File: src/rtl/cpu_pkg.sv
// Shared encodings for the multi-cycle CPU control path: opcodes, FSM states,
// and the ALUOp / ALUSrcB / PCSource select codes.
package cpu_pkg;

   localparam logic [3:0] OP_RTYPE = 4'd0;
   localparam logic [3:0] OP_ADDI  = 4'd1;
   localparam logic [3:0] OP_LW    = 4'd2;
   localparam logic [3:0] OP_SW    = 4'd3;
   localparam logic [3:0] OP_BEQ   = 4'd4;
   localparam logic [3:0] OP_BNE   = 4'd5;
   localparam logic [3:0] OP_JMP   = 4'd6;
   localparam logic [3:0] OP_HALT  = 4'd15;

   localparam logic [3:0] S_FETCH    = 4'd0;
   localparam logic [3:0] S_DECODE   = 4'd1;
   localparam logic [3:0] S_EXEC_R   = 4'd2;
   localparam logic [3:0] S_EXEC_I   = 4'd3;
   localparam logic [3:0] S_MEM_ADDR = 4'd4;
   localparam logic [3:0] S_MEM_RD   = 4'd5;
   localparam logic [3:0] S_MEM_WR   = 4'd6;
   localparam logic [3:0] S_WB_R     = 4'd7;
   localparam logic [3:0] S_WB_I     = 4'd8;
   localparam logic [3:0] S_WB_MEM   = 4'd9;
   localparam logic [3:0] S_BRANCH   = 4'd10;
   localparam logic [3:0] S_JUMP     = 4'd11;
   localparam logic [3:0] S_HALT     = 4'd12;
   localparam logic [3:0] S_TRAP     = 4'd13;

   localparam logic [1:0] ALUOP_ADD   = 2'b00;
   localparam logic [1:0] ALUOP_SUB   = 2'b01;
   localparam logic [1:0] ALUOP_FUNCT = 2'b10;

   localparam logic [1:0] SRCB_REGB = 2'b00;
   localparam logic [1:0] SRCB_ONE  = 2'b01;
   localparam logic [1:0] SRCB_IMM  = 2'b10;
   localparam logic [1:0] SRCB_BOFF = 2'b11;

   localparam logic [1:0] PCSRC_ALU    = 2'b00;
   localparam logic [1:0] PCSRC_ALUOUT = 2'b01;
   localparam logic [1:0] PCSRC_JUMP   = 2'b10;

   function automatic logic is_mem_state(input logic [3:0] s);
      return (s == S_FETCH) || (s == S_MEM_RD) || (s == S_MEM_WR);
   endfunction

endpackage

File: src/rtl/multicycle_control_unit_if.sv
// Control-unit <-> datapath bundle. The control unit is the master: it receives
// opcode/flags/memory-ready and drives every mux select and write enable.
interface multicycle_control_unit_if #(
   parameter int OPCODE_W = 4,
   parameter int ALUOP_W  = 2,
   parameter int CNT_W    = 16
);
   logic [OPCODE_W-1:0] opcode;
   logic                zero;
   logic                mem_ready;
   logic                pc_write;
   logic                ir_write;
   logic                iord;
   logic                mem_read;
   logic                mem_write;
   logic                reg_dst;
   logic                reg_write;
   logic                mem_to_reg;
   logic                alu_src_a;
   logic [1:0]          alu_src_b;
   logic [ALUOP_W-1:0]  alu_op;
   logic [1:0]          pc_source;
   logic                halted;
   logic                illegal_op;
   logic [CNT_W-1:0]    retired_count;

   modport master (
      input  opcode, zero, mem_ready,
      output pc_write, ir_write, iord, mem_read, mem_write, reg_dst, reg_write,
             mem_to_reg, alu_src_a, alu_src_b, alu_op, pc_source, halted,
             illegal_op, retired_count
   );

   modport slave (
      output opcode, zero, mem_ready,
      input  pc_write, ir_write, iord, mem_read, mem_write, reg_dst, reg_write,
             mem_to_reg, alu_src_a, alu_src_b, alu_op, pc_source, halted,
             illegal_op, retired_count
   );
endinterface

File: src/rtl/mem_wait_timer.sv
// Memory-wait watchdog: reloads on every state change, counts down while the
// current memory access is stalled, and flags a timeout on the last allowed cycle.
module mem_wait_timer #(
   parameter int MEM_TIMEOUT = 15
) (
   input  logic i_clk,
   input  logic i_rst,
   input  logic i_load,
   input  logic i_wait,
   output logic o_timeout
);
   localparam int              W    = (MEM_TIMEOUT > 1) ? $clog2(MEM_TIMEOUT) : 1;
   localparam logic [W-1:0]    LOAD = W'(MEM_TIMEOUT - 1);

   logic [W-1:0] r_remain;

   // Remaining count of MEM_TIMEOUT-1 means "no wait cycles elapsed yet".
   always_ff @(posedge i_clk or posedge i_rst) begin
      if (i_rst)
         r_remain <= LOAD;
      else if (i_load)
         r_remain <= LOAD;
      else if (i_wait && r_remain != '0)
         r_remain <= r_remain - W'(1);
   end

   assign o_timeout = i_wait && (r_remain == '0);
endmodule

File: src/rtl/multicycle_control_unit.sv
// Multi-cycle CPU control FSM: sequences FETCH/DECODE/EXECUTE/MEM/WRITEBACK,
// waits on memory ready with a timeout trap, and counts retired instructions.
module multicycle_control_unit
   import cpu_pkg::*;
#(
   parameter int OPCODE_W    = 4,
   parameter int ALUOP_W     = 2,
   parameter int CNT_W       = 16,
   parameter int MEM_TIMEOUT = 15
) (
   input logic                        i_clk,
   input logic                        i_rst,
   multicycle_control_unit_if.master  bus
);
   logic [3:0]          r_state;
   logic [3:0]          w_next;
   logic [CNT_W-1:0]    r_retired;
   logic                w_retire;
   logic                w_wait;
   logic                w_timeout;
   logic [OPCODE_W-1:0] w_op;

   assign w_op   = bus.opcode;
   assign w_wait = is_mem_state(r_state) && !bus.mem_ready;

   mem_wait_timer #(.MEM_TIMEOUT(MEM_TIMEOUT)) u_timer (
      .i_clk     (i_clk),
      .i_rst     (i_rst),
      .i_load    (w_next != r_state),
      .i_wait    (w_wait),
      .o_timeout (w_timeout)
   );

   always_comb begin
      w_next   = r_state;
      w_retire = 1'b0;
      case (r_state)
         S_FETCH:    if (bus.mem_ready) w_next = S_DECODE;
                     else if (w_timeout) w_next = S_TRAP;
         S_DECODE: begin
            if      (w_op == OPCODE_W'(OP_RTYPE)) w_next = S_EXEC_R;
            else if (w_op == OPCODE_W'(OP_ADDI))  w_next = S_EXEC_I;
            else if (w_op == OPCODE_W'(OP_LW) || w_op == OPCODE_W'(OP_SW)) w_next = S_MEM_ADDR;
            else if (w_op == OPCODE_W'(OP_BEQ) || w_op == OPCODE_W'(OP_BNE)) w_next = S_BRANCH;
            else if (w_op == OPCODE_W'(OP_JMP))   w_next = S_JUMP;
            else if (w_op == OPCODE_W'(OP_HALT)) begin
               w_next   = S_HALT;
               w_retire = 1'b1;
            end
            else                                  w_next = S_TRAP;
         end
         S_EXEC_R:   w_next = S_WB_R;
         S_EXEC_I:   w_next = S_WB_I;
         S_MEM_ADDR: w_next = (w_op == OPCODE_W'(OP_LW)) ? S_MEM_RD : S_MEM_WR;
         S_MEM_RD:   if (bus.mem_ready) w_next = S_WB_MEM;
                     else if (w_timeout) w_next = S_TRAP;
         S_MEM_WR: begin
            if (bus.mem_ready) begin
               w_next   = S_FETCH;
               w_retire = 1'b1;
            end
            else if (w_timeout) w_next = S_TRAP;
         end
         S_WB_R, S_WB_I, S_WB_MEM, S_BRANCH, S_JUMP: begin
            w_next   = S_FETCH;
            w_retire = 1'b1;
         end
         default:    w_next = r_state;
      endcase
   end

   always_ff @(posedge i_clk or posedge i_rst) begin
      if (i_rst) begin
         r_state   <= S_FETCH;
         r_retired <= '0;
      end
      else begin
         r_state <= w_next;
         if (w_retire && r_retired != {CNT_W{1'b1}})
            r_retired <= r_retired + CNT_W'(1);
      end
   end

   // Reset forces every strobe low immediately, even though the reset state is FETCH.
   always_comb begin
      bus.pc_write   = 1'b0;
      bus.ir_write   = 1'b0;
      bus.iord       = 1'b0;
      bus.mem_read   = 1'b0;
      bus.mem_write  = 1'b0;
      bus.reg_dst    = 1'b0;
      bus.reg_write  = 1'b0;
      bus.mem_to_reg = 1'b0;
      bus.alu_src_a  = 1'b0;
      bus.alu_src_b  = SRCB_REGB;
      bus.alu_op     = ALUOP_W'(ALUOP_ADD);
      bus.pc_source  = PCSRC_ALU;
      if (!i_rst) begin
         case (r_state)
            S_FETCH: begin
               bus.mem_read  = 1'b1;
               bus.alu_src_b = SRCB_ONE;
               bus.ir_write  = bus.mem_ready;
               bus.pc_write  = bus.mem_ready;
            end
            S_DECODE:   bus.alu_src_b = SRCB_BOFF;
            S_EXEC_R: begin
               bus.alu_src_a = 1'b1;
               bus.alu_op    = ALUOP_W'(ALUOP_FUNCT);
            end
            S_EXEC_I, S_MEM_ADDR: begin
               bus.alu_src_a = 1'b1;
               bus.alu_src_b = SRCB_IMM;
            end
            S_MEM_RD: begin
               bus.mem_read = 1'b1;
               bus.iord     = 1'b1;
            end
            S_MEM_WR: begin
               bus.mem_write = 1'b1;
               bus.iord      = 1'b1;
            end
            S_WB_R: begin
               bus.reg_write = 1'b1;
               bus.reg_dst   = 1'b1;
            end
            S_WB_I:     bus.reg_write = 1'b1;
            S_WB_MEM: begin
               bus.reg_write  = 1'b1;
               bus.mem_to_reg = 1'b1;
            end
            S_BRANCH: begin
               bus.alu_src_a = 1'b1;
               bus.alu_op    = ALUOP_W'(ALUOP_SUB);
               bus.pc_source = PCSRC_ALUOUT;
               bus.pc_write  = (w_op == OPCODE_W'(OP_BEQ)) ? bus.zero : !bus.zero;
            end
            S_JUMP: begin
               bus.pc_source = PCSRC_JUMP;
               bus.pc_write  = 1'b1;
            end
            default: ;
         endcase
      end
   end

   assign bus.halted        = !i_rst && (r_state == S_HALT);
   assign bus.illegal_op    = !i_rst && (r_state == S_TRAP);
   assign bus.retired_count = r_retired;
endmodule

File: src/flat_wrapper.sv
// flat-port wrapper written by rule: the top's interface ports become plain ports
module multicycle_control_unit_flat import cpu_pkg::*;
#(
   parameter int OPCODE_W    = 4,
   parameter int ALUOP_W     = 2,
   parameter int CNT_W       = 16,
   parameter int MEM_TIMEOUT = 15
)
  (i_clk, i_rst, bus_opcode, bus_zero, bus_mem_ready, bus_pc_write, bus_ir_write, bus_iord, bus_mem_read, bus_mem_write, bus_reg_dst, bus_reg_write, bus_mem_to_reg, bus_alu_src_a, bus_alu_src_b, bus_alu_op, bus_pc_source, bus_halted, bus_illegal_op, bus_retired_count);
  multicycle_control_unit_if #(.OPCODE_W(OPCODE_W), .ALUOP_W(ALUOP_W), .CNT_W(CNT_W)) bus_i ();
  input logic i_clk;
  input logic i_rst;
  input wire logic [$bits(bus_i.opcode)-1:0] bus_opcode;
  input wire logic [$bits(bus_i.zero)-1:0] bus_zero;
  input wire logic [$bits(bus_i.mem_ready)-1:0] bus_mem_ready;
  output wire logic [$bits(bus_i.pc_write)-1:0] bus_pc_write;
  output wire logic [$bits(bus_i.ir_write)-1:0] bus_ir_write;
  output wire logic [$bits(bus_i.iord)-1:0] bus_iord;
  output wire logic [$bits(bus_i.mem_read)-1:0] bus_mem_read;
  output wire logic [$bits(bus_i.mem_write)-1:0] bus_mem_write;
  output wire logic [$bits(bus_i.reg_dst)-1:0] bus_reg_dst;
  output wire logic [$bits(bus_i.reg_write)-1:0] bus_reg_write;
  output wire logic [$bits(bus_i.mem_to_reg)-1:0] bus_mem_to_reg;
  output wire logic [$bits(bus_i.alu_src_a)-1:0] bus_alu_src_a;
  output wire logic [$bits(bus_i.alu_src_b)-1:0] bus_alu_src_b;
  output wire logic [$bits(bus_i.alu_op)-1:0] bus_alu_op;
  output wire logic [$bits(bus_i.pc_source)-1:0] bus_pc_source;
  output wire logic [$bits(bus_i.halted)-1:0] bus_halted;
  output wire logic [$bits(bus_i.illegal_op)-1:0] bus_illegal_op;
  output wire logic [$bits(bus_i.retired_count)-1:0] bus_retired_count;
  assign bus_i.opcode = bus_opcode;
  assign bus_i.zero = bus_zero;
  assign bus_i.mem_ready = bus_mem_ready;
  assign bus_pc_write = bus_i.pc_write;
  assign bus_ir_write = bus_i.ir_write;
  assign bus_iord = bus_i.iord;
  assign bus_mem_read = bus_i.mem_read;
  assign bus_mem_write = bus_i.mem_write;
  assign bus_reg_dst = bus_i.reg_dst;
  assign bus_reg_write = bus_i.reg_write;
  assign bus_mem_to_reg = bus_i.mem_to_reg;
  assign bus_alu_src_a = bus_i.alu_src_a;
  assign bus_alu_src_b = bus_i.alu_src_b;
  assign bus_alu_op = bus_i.alu_op;
  assign bus_pc_source = bus_i.pc_source;
  assign bus_halted = bus_i.halted;
  assign bus_illegal_op = bus_i.illegal_op;
  assign bus_retired_count = bus_i.retired_count;
  multicycle_control_unit #(.OPCODE_W(OPCODE_W), .ALUOP_W(ALUOP_W), .CNT_W(CNT_W), .MEM_TIMEOUT(MEM_TIMEOUT)) u_core (.i_clk(i_clk), .i_rst(i_rst), .bus(bus_i));
endmodule
File: config.mk
export PLATFORM = sky130hd
export DESIGN_NAME = multicycle_control_unit_flat
export DESIGN_NICKNAME = d
export VERILOG_FILES = /design/src/rtl/cpu_pkg.sv /design/src/rtl/multicycle_control_unit_if.sv /design/src/rtl/mem_wait_timer.sv /design/src/rtl/multicycle_control_unit.sv /design/src/flat_wrapper.sv
export SDC_FILE = /design/constraint.sdc
export NUM_CORES = 1
export LEC_CHECK = 0
export ABC_AREA = 0
export CORE_MARGIN = 2
export CORE_UTILIZATION = 40
export DETAILED_ROUTE_END_ITERATION = 12
export GPL_ROUTABILITY_DRIVEN = 0
export PLACE_DENSITY_LB_ADDON = 0.2
export SETUP_SLACK_MARGIN = 0.4
export SLEW_MARGIN = 20
export SYNTH_ARGS = -nofsm -noshare
export SYNTH_HDL_FRONTEND = slang
export SYNTH_SLANG_ARGS = --single-unit
File: constraint.sdc
create_clock -name i_clk -period 2.6 [get_ports i_clk]
set_clock_uncertainty 0.15 [all_clocks]
set_input_delay 0.39 -clock i_clk [delete_from_list [all_inputs] [get_ports i_clk]]
set_output_delay 0.39 -clock i_clk [all_outputs]
set_load 0.1 [all_outputs]
# After elaboration in Yosys (flattened, before gate mapping)
# Cells that the tools add are included.
# totals
regBits,24
input_bits,8
elab_cells,98
# classes
add_sub_neg,2
eq_ne,22
n_mux,47
n_reduce_logical,24
# op_table
cell,count
2-to-1 mux 4 bit,11
case mux 4 bit (8 select lines),1
equality test 4 x 3 -> 1 bit (second input constant),7
equality test 4 bit (second input constant),7
2-to-1 mux 1 bit,26
adder 16 x 1 -> 16 bit (second input constant),1
equality test 4 x 2 -> 1 bit (second input constant),4
inequality test 16 bit (second input constant),1
logical NOT 4 bit,3
equality test 4 x 1 -> 1 bit (second input constant),2
2-to-1 mux 2 bit,4
case mux 2 bit (2 select lines),2
logical AND 1 bit,6
case mux 1 bit (3 select lines),2
case mux 2 bit (3 select lines),1
OR reduction 2 bit,3
OR reduction 5 bit,1
logical OR 1 bit,4
inequality test 4 bit,1
nonzero test 4 bit,1
OR reduction 4 bit,1
subtractor 4 x 1 -> 4 bit (second input constant),1
logical NOT 1 bit,3
OR reduction 3 bit,1
nonzero test 2 bit,1

# Logic depth before layout (Yosys ltp)
# Gate-level depths: netlist of the first run.
# logic_depth
depth_word,10
mapped_depth,7
mapped_depth_nobuf,6

# Hierarchy
# Synthesis of the first run repeated with hierarchy kept, for this count alone.
# unflattened
cells_unflattened,200
hier_area_um2,1675.4
# by_module_without_submodules
mod,n_inst,cells_per_inst,area_each_um2,seq_area_each_um2
multicycle_control_unit,1,176,1438.9,500.5
mem_wait_timer,1,24,236.5,103.8

# Worst setup path after synthesis of the first run
# Ideal clock, no wire load.
# synth_path
path_type,register to output
start,register u_core.r_state[2]
end,output port bus_halted
t_arrival_ps,3721
setup_slack_ps,-1661
stages_incl_launch_ff,5
cell_sequence,dfrtp_1 > buf_4 > clkbuf_1 > nand2_1 > nor4_1
# synth_via
elab_chain_cells,2
# synth_lines
element,line,text
from (decl),multicycle_control_unit.sv:15,logic [3:0] r_state;
from (signal assigned),multicycle_control_unit.sv:78,r_state <= w_next;
equality test 4 bit,multicycle_control_unit.sv:147,assign bus.halted = !i_rst && (r_state == S_HALT);
logical AND 1 bit,multicycle_control_unit.sv:147,
to (decl),flat_wrapper.sv:28,output wire logic [$bits(bus_i.halted)-1:0] bus_halted;
# No other way between the ends.

# Worst setup path in the final report of the first run
# layout_path
start,input port bus_opcode[3]
end,output port bus_pc_write
# layout_via
elab_chain_cells,4
# layout_lines
element,line,text
from (decl),flat_wrapper.sv:13,input wire logic [$bits(bus_i.opcode)-1:0] bus_opcode;
equality test 4 x 3 -> 1 bit,multicycle_control_unit.sv:136,bus.pc_write = (w_op == OPCODE_W'(OP_BEQ)) ? bus.zero : !bus.zero;
2-to-1 mux 1 bit,multicycle_control_unit.sv:136,
case mux 1 bit (3 select lines),multicycle_control_unit.sv:99,case (r_state)
2-to-1 mux 1 bit,multicycle_control_unit.sv:98,if (!i_rst) begin
to (decl),flat_wrapper.sv:16,output wire logic [$bits(bus_i.pc_write)-1:0] bus_pc_write;
# No other way between the ends.

==> out/qor.txt, run 1 <==
Layout Utilization -> 65.53%
Vias/cell -> 5.605
Arr. time, crit path -> 1.65 ns
Min cycle time layout -> 2.194 ns
First-pass GRT wire length -> 6831 um
Remaining routing DRC violations -> 0
Initial antenna violation count -> 0
Flops & latches, synth -> 24
Die area -> 0.004745 sq mm
Vias in the first global route -> 1553
Primary FF master, synth -> dfrtp_1
Placed instance area -> 0.002492 sq mm
Layout area overhead -> 56.76%
Async set-reset flop share out of synthesis -> 100.0%
Synth unique cells -> 49
Port buffer count -> 40
Worst hold path class -> flip-flop to flip-flop
Most frequent cells in the layout -> 34 x buf_4, 18 x buf_12, 13 x dfrtp_2, 11 x xnor2_1, 11 x nor2_1
Int Power -> 1364 uW
Setup violators final -> 0
Critical setup path kind -> input port to output port
Syn_area_per_cell -> 9.153 sq um
Site Rows -> 23
Worst rel slew slack -> 67.49%
Pin count of the biggest net entering global routing -> 25
Status -> completed
Min-Delay Startpoint -> u_core.bus.retired_count[6]
Max incr delay on CP -> 0.30 ns
Leak -> 0.001079 uW
Seq/Total Area, Yosys -> 35.88%
Worst-path clk slew -> 0.08 ns
Finished Cell Area -> 0.002640 sq mm
Seq pwr share -> 20.2%
Via count of the routed design -> 1603
Critical path data required time -> 2.06 ns
YS warnings -> 0
Share of layout cells above drive strength 1 -> 46.61%
H-tree depth -> 1
Crit share post-route -> 84.40%
Netlist Area Pre-Place -> 0.001684 sq mm
Gate Count Post-Synth -> 184
Switch share -> 55.11%
First-pass DRT Iterations -> 4
Worst-Margin Slew -> 0.4855 ns
Total track usage -> 18.71%
Setup TNS -> 0 ns
CP Max Fanout -> 5
Logic pwr share -> 72.6%
CTS tree -> yes
Pwr Density -> 1151 mW/mm^2
Final slew viol count -> 0
Total power -> 3040 uW
Crit-path cells -> dlygate4sd2_1 -> nor3_4 -> xnor2_1 -> o211ai_1 -> a211oi_4 -> buf_12
Worst vdd ir -> 0.0008318 V
Share of power burned in the clock network -> 7.2%
Synthesized Nets -> 195
Diode count -> 0
I/O pins -> 41
Inserted Clock Buffers -> 3
Detail Route Antenna Nets -> 0
EDFF count, synth -> 0
Largest buffer count on any clock path -> 2
GRT overflow -> 0
CP endpoint kind -> output port
Post-Place Cells -> 272
Worst-Skew Late Latency -> 0.26 ns
CP startpoint -> bus_opcode[3]
Avg WL per Cell -> 14.70 um
Final hold violations -> 0
Die Span Y -> 68.89 um
Clock Sinks -> 24
Iteration-0 DRC Markers -> 83
Max Fclk -> 455.7 MHz
RSZ-0062 raised after global routing -> true
CP Buf/Inv Count -> 2
Crit-path slowest cell -> dlygate4sd2_1
Root Driver -> clkbuf_8
Switching pwr -> 1675 uW
# nets final -> 248
Critical path's top delay family -> buffers and inverters
Fin cells -> 286
Max-cap violations -> 0
CP Launch Type -> input port
Die span in x -> 68.89 um
Commonest non-fill, non-tap cell in the layout -> buf_4
DP HPWL -> 3147 um
Final wirelength -> 4204 um
Core ar. -> 0.004029 sq mm
Starting Density -> 41.80%
RR Startpoint -> u_core.bus.retired_count[0]
## sequential cells by signal (all words and copies together), names as in the netlist
register,cells
u_core.r_state,4
u_core.bus.retired_count,16
u_core.u_timer.r_remain,4
## stage by stage
stage | hold WS (ns) | worst slack (ns)
6_report | 0.3374 | 0.4055
5_1_grt | 0.3604 | 0.3508
4_1_cts | 0.3428 | 0.3393
3_5_place_dp | 0.3339 | 0.09594
3_3_place_gp | 0.3166 | 0.1315
2_1_floorplan | 0.2623 | 0.1861
## logic make-up after synthesis
kind of cell / synth area share [%]
XOR/XNOR: 7.281
AO/OA/AOI/OAI: 20.80
AND/OR/NAND/NOR: 26.45
multiplexers: 1.337
adder cells (fa/ha/maj): 2.229
buffers and inverters: 6.017
flip-flops: 35.88
## cell type report
class                      count  area [sq um]
sequential                    24         628.1
fill                         317          1389
multi-input combinational    140          1191
tap                           50         62.56
inverter                       8         32.53
clock buffer                   4         45.04
timing repair buffer          60         680.7
## per-layer routing
metal | track usage, % | up-vias | share of wire, %
li1 | - | 772 | -
met1 | 22.21 | 753 | 41
met2 | 34.50 | 68 | 51
met3 | 1.948 | 10 | 5.6
met4 | 7.108 | 0 | 1.8
met5 | 0 | - | 0
## repair_timing
action,in CTS,in global routing
pin swaps,4,3
endpoints found under the hold margin,0,0
endpoints found under the setup margin,9,16
setup buffers,4,6
resized for setup,12,6
hold buffers,0,0
## synth_stat cells (all sizes together) (2+ instances only)
cell type | count | area, sq um
a211oi | 4 | 42.54
a21oi | 7 | 46.30
a31oi | 5 | 31.28
a41oi | 2 | 36.29
and2 | 2 | 12.51
and2b | 3 | 22.52
and3 | 8 | 50.05
and4 | 4 | 35.03
buf | 7 | 52.54
clkbuf | 5 | 18.77
dfrtp | 21 | 525.5
dfstp | 3 | 78.83
ha | 3 | 37.54
inv | 8 | 30.03
mux2 | 2 | 22.52
nand2 | 10 | 37.54
nand2b | 4 | 25.02
nand3 | 4 | 20.02
nand3b | 2 | 15.01
nand4 | 9 | 56.30
nor2 | 14 | 55.06
nor2b | 2 | 20.02
nor3 | 9 | 45.04
nor4 | 5 | 31.28
o211ai | 4 | 30.03
o21a | 4 | 30.03
o21ai | 10 | 53.80
xnor2 | 11 | 96.34
xor2 | 3 | 26.28
## worst reg2reg max path: stages, from the launching register on
cell and delay [ns]:
dfrtp_4 0.50, ha_1 0.27, nand4_1 0.18, and4bb_2 0.28
a21oi_4 0.16, buf_12 0.15, mux2_2 0.33
## worst paths after layout
| check | cells after the start | slack [ns] | to |
|---|---|---|---|
| setup / recovery | 6 | 0.41 | bus_pc_write |
| max in group asynchronous | 4 | 1.41 | u_core.u_timer.r_remain[2] |
| setup reg to reg | 6 | 0.47 | u_core.bus.retired_count[1] |
| hold / removal | 1 | 0.34 | u_core.bus.retired_count[6] |
| min in group asynchronous | 4 | 0.61 | u_core.bus.retired_count[10] |
| hold reg to reg | 1 | 0.34 | u_core.bus.retired_count[6] |
## power by group through the flow
| stage | Clock (uW) | Combinational, uW | Sequential, uW |
|---|---|---|---|
| 4_1_cts | 227 | 2060 | 639 |
| 3_5_place_dp | 0 | 1980 | 675 |
| 6_report | 220 | 2210 | 613 |
| 5_1_grt | 242 | 2340 | 628 |
| 3_3_place_gp | 0 | 1950 | 660 |
| 2_1_floorplan | 0 | 1420 | 895 |
No activity file was read; power rests on OpenSTA's default activity.
==> run 2, diff against run 1 <==
==> constraint.sdc (replaced) <==
create_clock -name i_clk -period 1.8 [get_ports i_clk]
set_clock_uncertainty 0.15 [all_clocks]
set_input_delay 0.27 -clock i_clk [delete_from_list [all_inputs] [get_ports i_clk]]
set_output_delay 0.27 -clock i_clk [all_outputs]
set_load 0.1 [all_outputs]
==> out/qor.txt, run 2 <==
Yosys top cell by area -> dfrtp_1
CTS Hold Bufs -> 0
Synthesized Nets -> 195
Root Driver -> clkbuf_8
Die Span Y -> 68.89 um
Largest buffer count on any clock path -> 2
EDFF count, synth -> 0
Clock Sinks -> 24
YS warnings -> 0
Synth unique cells -> 49
Failed at -> 5_1_grt
Async set-reset flop share out of synthesis -> 100.0%
Post-synth top cells -> 21 x dfrtp_1, 13 x nor2_1, 11 x xnor2_1
DP HPWL -> 4267 um
Seq/Total Area, Yosys -> 35.88%
Netlist Area Pre-Place -> 0.001684 sq mm
Area contributors post-synth -> dfrtp_1 31%, xnor2_1 5.7%, dfstp_2 4.7%, nand4_1 3.3%, and3_1 3.0%
Status -> aborted with a tool error
Gate Count Post-Synth -> 184
Most common cell in the synthesized netlist -> dfrtp_1
I/O pins -> 41
Placed instance area -> 0.003158 sq mm
Top cell type's share of synthesized area -> 31.20%
Primary FF master, synth -> dfrtp_1
Syn_area_per_cell -> 9.153 sq um
Pin count of the biggest net entering global routing -> 25
Flops & latches, synth -> 24
H-tree depth -> 1
Grt repair worst endpoint -> u_core.bus.retired_count[14]$_DFFE_PP0P_/D
Inserted Clock Buffers -> 3
Port buffer count -> 40
Site Rows -> 23
Starting Density -> 41.80%
Die span in x -> 68.89 um
First Error -> [ERROR DPL-0038] Utilization greater than 100%, impossible to legalize
Worst endpoint type -> register data pin
run 2: timing repair:
item	4_1_cts
hold endpoints to repair	0
setup buffers	27
gates resized for setup	70
cloned	1
setup endpoints to repair	55
pin swaps	29
run 2: metrics by stage:
stage	hold slack, ns	setup slack, ns	cells	TNS [ns]
after floorplan	0.005285	-0.4908	184	-6.872
after global placement	0.3555	-0.4750	315	-5.659
after detailed placement	0.3707	-0.5395	315	-7.288
after CTS	0.3524	-0.2145	347	-5.530
run 2: cell families after synthesis:
group	after synthesis	share of synthesized area (%)
XOR/XNOR	14	7.281
flip-flops	24	35.88
adder cells (fa/ha/maj)	3	2.229
buffers and inverters	20	6.017
AO/OA/AOI/OAI	43	20.80
AND/OR/NAND/NOR	78	26.45
multiplexers	2	1.337
==> run 3, diff against run 2 <==
--- a/config.mk
+++ b/config.mk
@@ -7,11 +7,10 @@
 export LEC_CHECK = 0
 export ABC_AREA = 0
 export CORE_MARGIN = 2
-export CORE_UTILIZATION = 40
+export CORE_UTILIZATION = 25
 export DETAILED_ROUTE_END_ITERATION = 12
 export GPL_ROUTABILITY_DRIVEN = 0
-export PLACE_DENSITY_LB_ADDON = 0.2
-export SETUP_SLACK_MARGIN = 0.4
+export PLACE_DENSITY_LB_ADDON = 0.15
 export SLEW_MARGIN = 20
 export SYNTH_ARGS = -nofsm -noshare
 export SYNTH_HDL_FRONTEND = slang
==> constraint.sdc (replaced) <==
create_clock -name i_clk -period 2.3 [get_ports i_clk]
set_clock_uncertainty 0.15 [all_clocks]
set_input_delay 0.345 -clock i_clk [delete_from_list [all_inputs] [get_ports i_clk]]
set_output_delay 0.345 -clock i_clk [all_outputs]
set_load 0.1 [all_outputs]
==> out/qor.txt, run 3 (synthesized netlist as in run 1, its figures left out) <==
Status -> completed
R2R depth -> 6
# nets final -> 252
Final slew viol count -> 0
Total track usage -> 12.57%
Starting Density -> 26.22%
CP Launch Type -> input port
Min cycle time layout -> 2.245 ns
I/O pins -> 41
Worst hold path class -> flip-flop to flip-flop
Site Rows -> 29
Critical setup path kind -> input port to output port
Max Fclk -> 445.5 MHz
Worst-Margin Slew -> 0.4267 ns
Hold EP -> u_core.bus.retired_count[0]
Worst slack, placed -> -0.06075 ns
Worst-path clk slew -> 0.08 ns
Layout Utilization -> 41.71%
DP HPWL -> 3516 um
Via count of the routed design -> 1590
Hold depth -> 1
Worst-Skew Late Latency -> 0.26 ns
Worst rel slew slack -> 71.55%
Detail Route Antenna Nets -> 0
Most frequent cells in the layout -> 39 x buf_4, 18 x buf_12, 14 x dfrtp_1, 11 x xnor2_1, 11 x nor2_1
Finished Cell Area -> 0.002679 sq mm
CP endpoint kind -> output port
CTS tree -> yes
Max-cap violations -> 0
Inserted Clock Buffers -> 3
CP Max Fanout -> 3
Placed instance area -> 0.002605 sq mm
Avg WL per Cell -> 14.00 um
Core ar. -> 0.006422 sq mm
Int Power -> 1528 uW
Switching pwr -> 1866 uW
Leak -> 0.001093 uW
Worst vdd ir -> 0.0006575 V
Share of power burned in the clock network -> 8.3%
First-pass DRT Iterations -> 4
Root Driver -> clkbuf_8
GRT overflow -> 0
RR Startpoint -> u_core.bus.retired_count[0]
Critical path data required time -> 1.80 ns
Port buffer count -> 40
Commonest non-fill, non-tap cell in the layout -> buf_4
Largest register FFs -> 16
Share of layout cells above drive strength 1 -> 40.83%
Initial antenna violation count -> 0
Switch share -> 54.98%
Die span in x -> 86.08 um
Die Span Y -> 86.08 um
Pwr Density -> 1267 mW/mm^2
Min-Delay Startpoint -> u_core.bus.retired_count[0]
Largest buffer count on any clock path -> 2
Final hold violations -> 0
Setup violators final -> 0
Crit share post-route -> 97.59%
Layout area overhead -> 59.06%
Vias/cell -> 5.016
H-tree depth -> 1
Arr. time, crit path -> 1.75 ns
CTS Hold Bufs -> 0
Clock Sinks -> 24
Crit Reg-Reg Endpoint -> u_core.bus.retired_count[1]
First-pass GRT wire length -> 7583 um
Iteration-0 DRC Markers -> 94
Reg-to-reg setup timing slack -> 0.26 ns
Pin count of the biggest net entering global routing -> 25
Logic pwr share -> 70.6%
Vias in the first global route -> 1535
RSZ-0062 raised after global routing -> true
Seq pwr share -> 21.0%
Final wirelength -> 4438 um
Diode count -> 0
Die area -> 0.007409 sq mm
Remaining routing DRC violations -> 0
Final Worst Setup Slack -> 0.05540 ns
run 3: what timing repair did:
action	in CTS	in global routing
endpoints found under the setup margin	1	6
setup buffers	0	0
pin swaps	3	0
gates resized for setup	4	3
run 3: layout make-up:
| class | count | area (sq um) |
|---|---|---|
| Clock buffer | 4 | 55.05 |
| Fill cell | 619 | 3744 |
| Inverter | 8 | 30.03 |
| Multi-Input combinational cell | 140 | 1164 |
| Sequential cell | 24 | 613.1 |
| Tap cell | 77 | 96.34 |
| Timing Repair Buffer | 64 | 720.7 |
run 3: power groups by stage:
stage	registers, uW	clock network, uW	logic, uW
after floorplan	995	0	1510
after global placement	717	0	2400
after detailed placement	716	0	2400
after CTS	708	294	2410
after global routing	736	317	2550
final	713	283	2400
run 3: how the worst max path moves through the flow:
stage                 startpoint          endpoint  slack (ns)  depth (start not counted)
4_1_cts        u_core.r_state[0]     bus_reg_write       0.008                          6
5_1_grt            bus_opcode[3]      bus_pc_write       -0.06                          6
3_3_place_gp       bus_opcode[0]      bus_pc_write       -0.03                          7
3_5_place_dp       bus_opcode[0]      bus_pc_write       -0.06                          7
2_1_floorplan  u_core.r_state[2]  bus_pc_source[0]       -0.15                          5
6_report           bus_opcode[3]      bus_pc_write        0.06                          6
run 3: worst max-delay path: stages:
cell and delay (ns):
clkdlybuf4s50_1 0.47, nor3_4 0.18, xnor2_1 0.13, o211ai_1 0.15, a211oi_4 0.26, buf_12 0.21
run 3: stage by stage:
step / hold WS (ns) / setup TNS (ns) / std cells / total power (uW)
after global placement: 0.3325 / -0.02997 / 313 / 3116
after global routing: 0.3841 / -0.05636 / 317 / 3598
after floorplan: 0.2177 / -0.2970 / 184 / 2503
after detailed placement: 0.3336 / -0.06075 / 313 / 3119
after CTS: 0.3469 / 0 / 317 / 3413
final: 0.3446 / 0 / 317 / 3393
run 3: metal layers:
layer | share of wire (%) | global-route usage [%]
met1 | 46 | 17.92
met5 | 0 | 0
met3 | 4.6 | 2.406
met4 | 0 | 1.587
met2 | 49 | 20.30
==> run 4, diff against run 3 <==
--- a/config.mk
+++ b/config.mk
@@ -5,12 +5,12 @@
 export SDC_FILE = /design/constraint.sdc
 export NUM_CORES = 1
 export LEC_CHECK = 0
-export ABC_AREA = 0
 export CORE_MARGIN = 2
 export CORE_UTILIZATION = 25
 export DETAILED_ROUTE_END_ITERATION = 12
 export GPL_ROUTABILITY_DRIVEN = 0
 export PLACE_DENSITY_LB_ADDON = 0.15
+export SKIP_CTS_REPAIR_TIMING = 1
 export SLEW_MARGIN = 20
 export SYNTH_ARGS = -nofsm -noshare
 export SYNTH_HDL_FRONTEND = slang
==> out/qor.txt, run 4 (synthesized netlist as in run 1, its figures left out) <==
Switching pwr -> 1868 uW
Die span in x -> 86.08 um
Die Span Y -> 86.08 um
GRT overflow -> 0
Inserted Clock Buffers -> 3
Worst vdd ir -> 0.0006575 V
Pwr Density -> 1263 mW/mm^2
H-tree depth -> 1
Critical setup path kind -> input port to output port
Max Fclk -> 457.3 MHz
Worst rel slew slack -> 71.41%
Arr. time, crit path -> 1.69 ns
Via count of the routed design -> 1585
Detail Route Antenna Nets -> 0
Avg WL per Cell -> 14.00 um
Crit-path slowest cell -> clkdlybuf4s50_1
Int Power -> 1531 uW
Die area -> 0.007409 sq mm
Initial antenna violation count -> 0
Critical path's top delay family -> buffers and inverters
Final wirelength -> 4438 um
Site Rows -> 29
Crit-path cells -> clkdlybuf4s50_1 -> buf_4 -> nand3b_1 -> a211oi_4 -> buf_12
Most frequent cells in the layout -> 39 x buf_4, 18 x buf_12, 14 x dfrtp_1, 11 x xnor2_1, 11 x nor2_1
Critical path data required time -> 1.80 ns
Max incr delay on CP -> 0.50 ns
Commonest non-fill, non-tap cell in the layout -> buf_4
CTS tree -> yes
Port buffer count -> 40
Final hold violations -> 0
DP HPWL -> 3516 um
Vias/cell -> 5.000
CP Buf/Inv Count -> 3
Seq pwr share -> 21.0%
First-pass DRT Iterations -> 4
CP Max Fanout -> 9
Crit share post-route -> 95.08%
Starting Density -> 26.22%
First-pass GRT wire length -> 7590 um
Setup violators final -> 0
CP endpoint kind -> output port
Leak -> 0.001118 uW
CP Launch Type -> input port
Min cycle time layout -> 2.187 ns
Core ar. -> 0.006422 sq mm
Final Worst Setup Slack -> 0.1131 ns
Switch share -> 54.96%
Worst-Margin Slew -> 0.4289 ns
Diode count -> 0
Total track usage -> 12.58%
RSZ-0062 raised after global routing -> false
Layout area overhead -> 59.81%
Worst-Skew Late Latency -> 0.26 ns
Largest buffer count on any clock path -> 2
Worst-path clk slew -> 0.08 ns
Max-cap violations -> 0
Vias in the first global route -> 1534
Logic pwr share -> 70.7%
Root Driver -> clkbuf_8
Pin count of the biggest net entering global routing -> 25
Largest register FFs -> 16
Worst slack, placed -> -0.06075 ns
Remaining routing DRC violations -> 0
Clock Sinks -> 24
Final slew viol count -> 0
Share of layout cells above drive strength 1 -> 41.25%
# nets final -> 252
I/O pins -> 41
Share of power burned in the clock network -> 8.3%
Iteration-0 DRC Markers -> 90
Worst hold path class -> flip-flop to flip-flop
Status -> completed
# fillers -> 616
Setup TNS -> 0 ns
## run 4: changes by cell type in the layout (fill, tap and decap cells not counted), sizes merged
cell,previous run,this run
clkdlybuf4s50,5,4
dlygate4sd2,2,0
dlymetal6s2s,0,3
## run 4: stage by stage
stage | hold slack, ns | cell area, sq um | std cells | utilization (%) | power (uW)
CTS | 0.3469 | 2660 | 317 | 41.42 | 3411
floorplan | 0.2177 | 1912 | 184 | - | 2503
global placement | 0.3325 | 2605 | 313 | 40.56 | 3116
detailed placement | 0.3336 | 2605 | 313 | 40.56 | 3119
global route | 0.3841 | 2691 | 317 | 41.91 | 3603
finish | 0.3446 | 2691 | 317 | 41.91 | 3399
## run 4: area by class of cell
class,count,area (sq um),area share (%)
inverters,8,30.03,1.116
multi-input cells,140,1166,43.33
well taps,77,96.34,3.580
clock buffers,4,55.05,2.046
repair buffers,64,730.7,27.15
flip-flops and latches,24,613.1,22.78
## run 4: worst paths after layout
path / startpoint / to / slack, ns / depth (start not counted)
worst min-delay path: u_core.bus.retired_count[0] / u_core.bus.retired_count[0] / 0.34 / 1
min in group asynchronous: i_rst / u_core.r_state[2] / 0.57 / 4
worst max-delay path: bus_mem_ready / bus_pc_write / 0.11 / 5
worst max register to register: u_core.bus.retired_count[0] / u_core.bus.retired_count[1] / 0.26 / 6
worst min register to register: u_core.bus.retired_count[0] / u_core.bus.retired_count[0] / 0.34 / 1
max in group asynchronous: i_rst / u_core.u_timer.r_remain[1] / 1.15 / 4
## run 4: metal layers
layer  routed length (um)  share of wire (%)  GRT usage, %  vias up
met4                    0                  0         1.587        0
met2                 2185                 49         20.30       39
met5                    0                  0             0        -
met1                 2081                 47         17.95      762
met3                  172                3.9         2.406        0
li1                     -                  -             -      784
## run 4: power groups by stage
stage	Combinational [uW]	Clock [uW]	Sequential (uW)
floorplan	1510	0	995
global placement	2400	0	717
detailed placement	2400	0	716
CTS	2410	294	708
global route	2550	317	738
finish	2400	283	714
## run 4: worst register-to-register path, cell delays in order, from the launching register on
cell      delay, ns
dfrtp_2        0.43
ha_1           0.27
nand4_1        0.19
and4bb_2       0.28
a21oi_4        0.13
buf_12         0.15
mux2_2         0.33
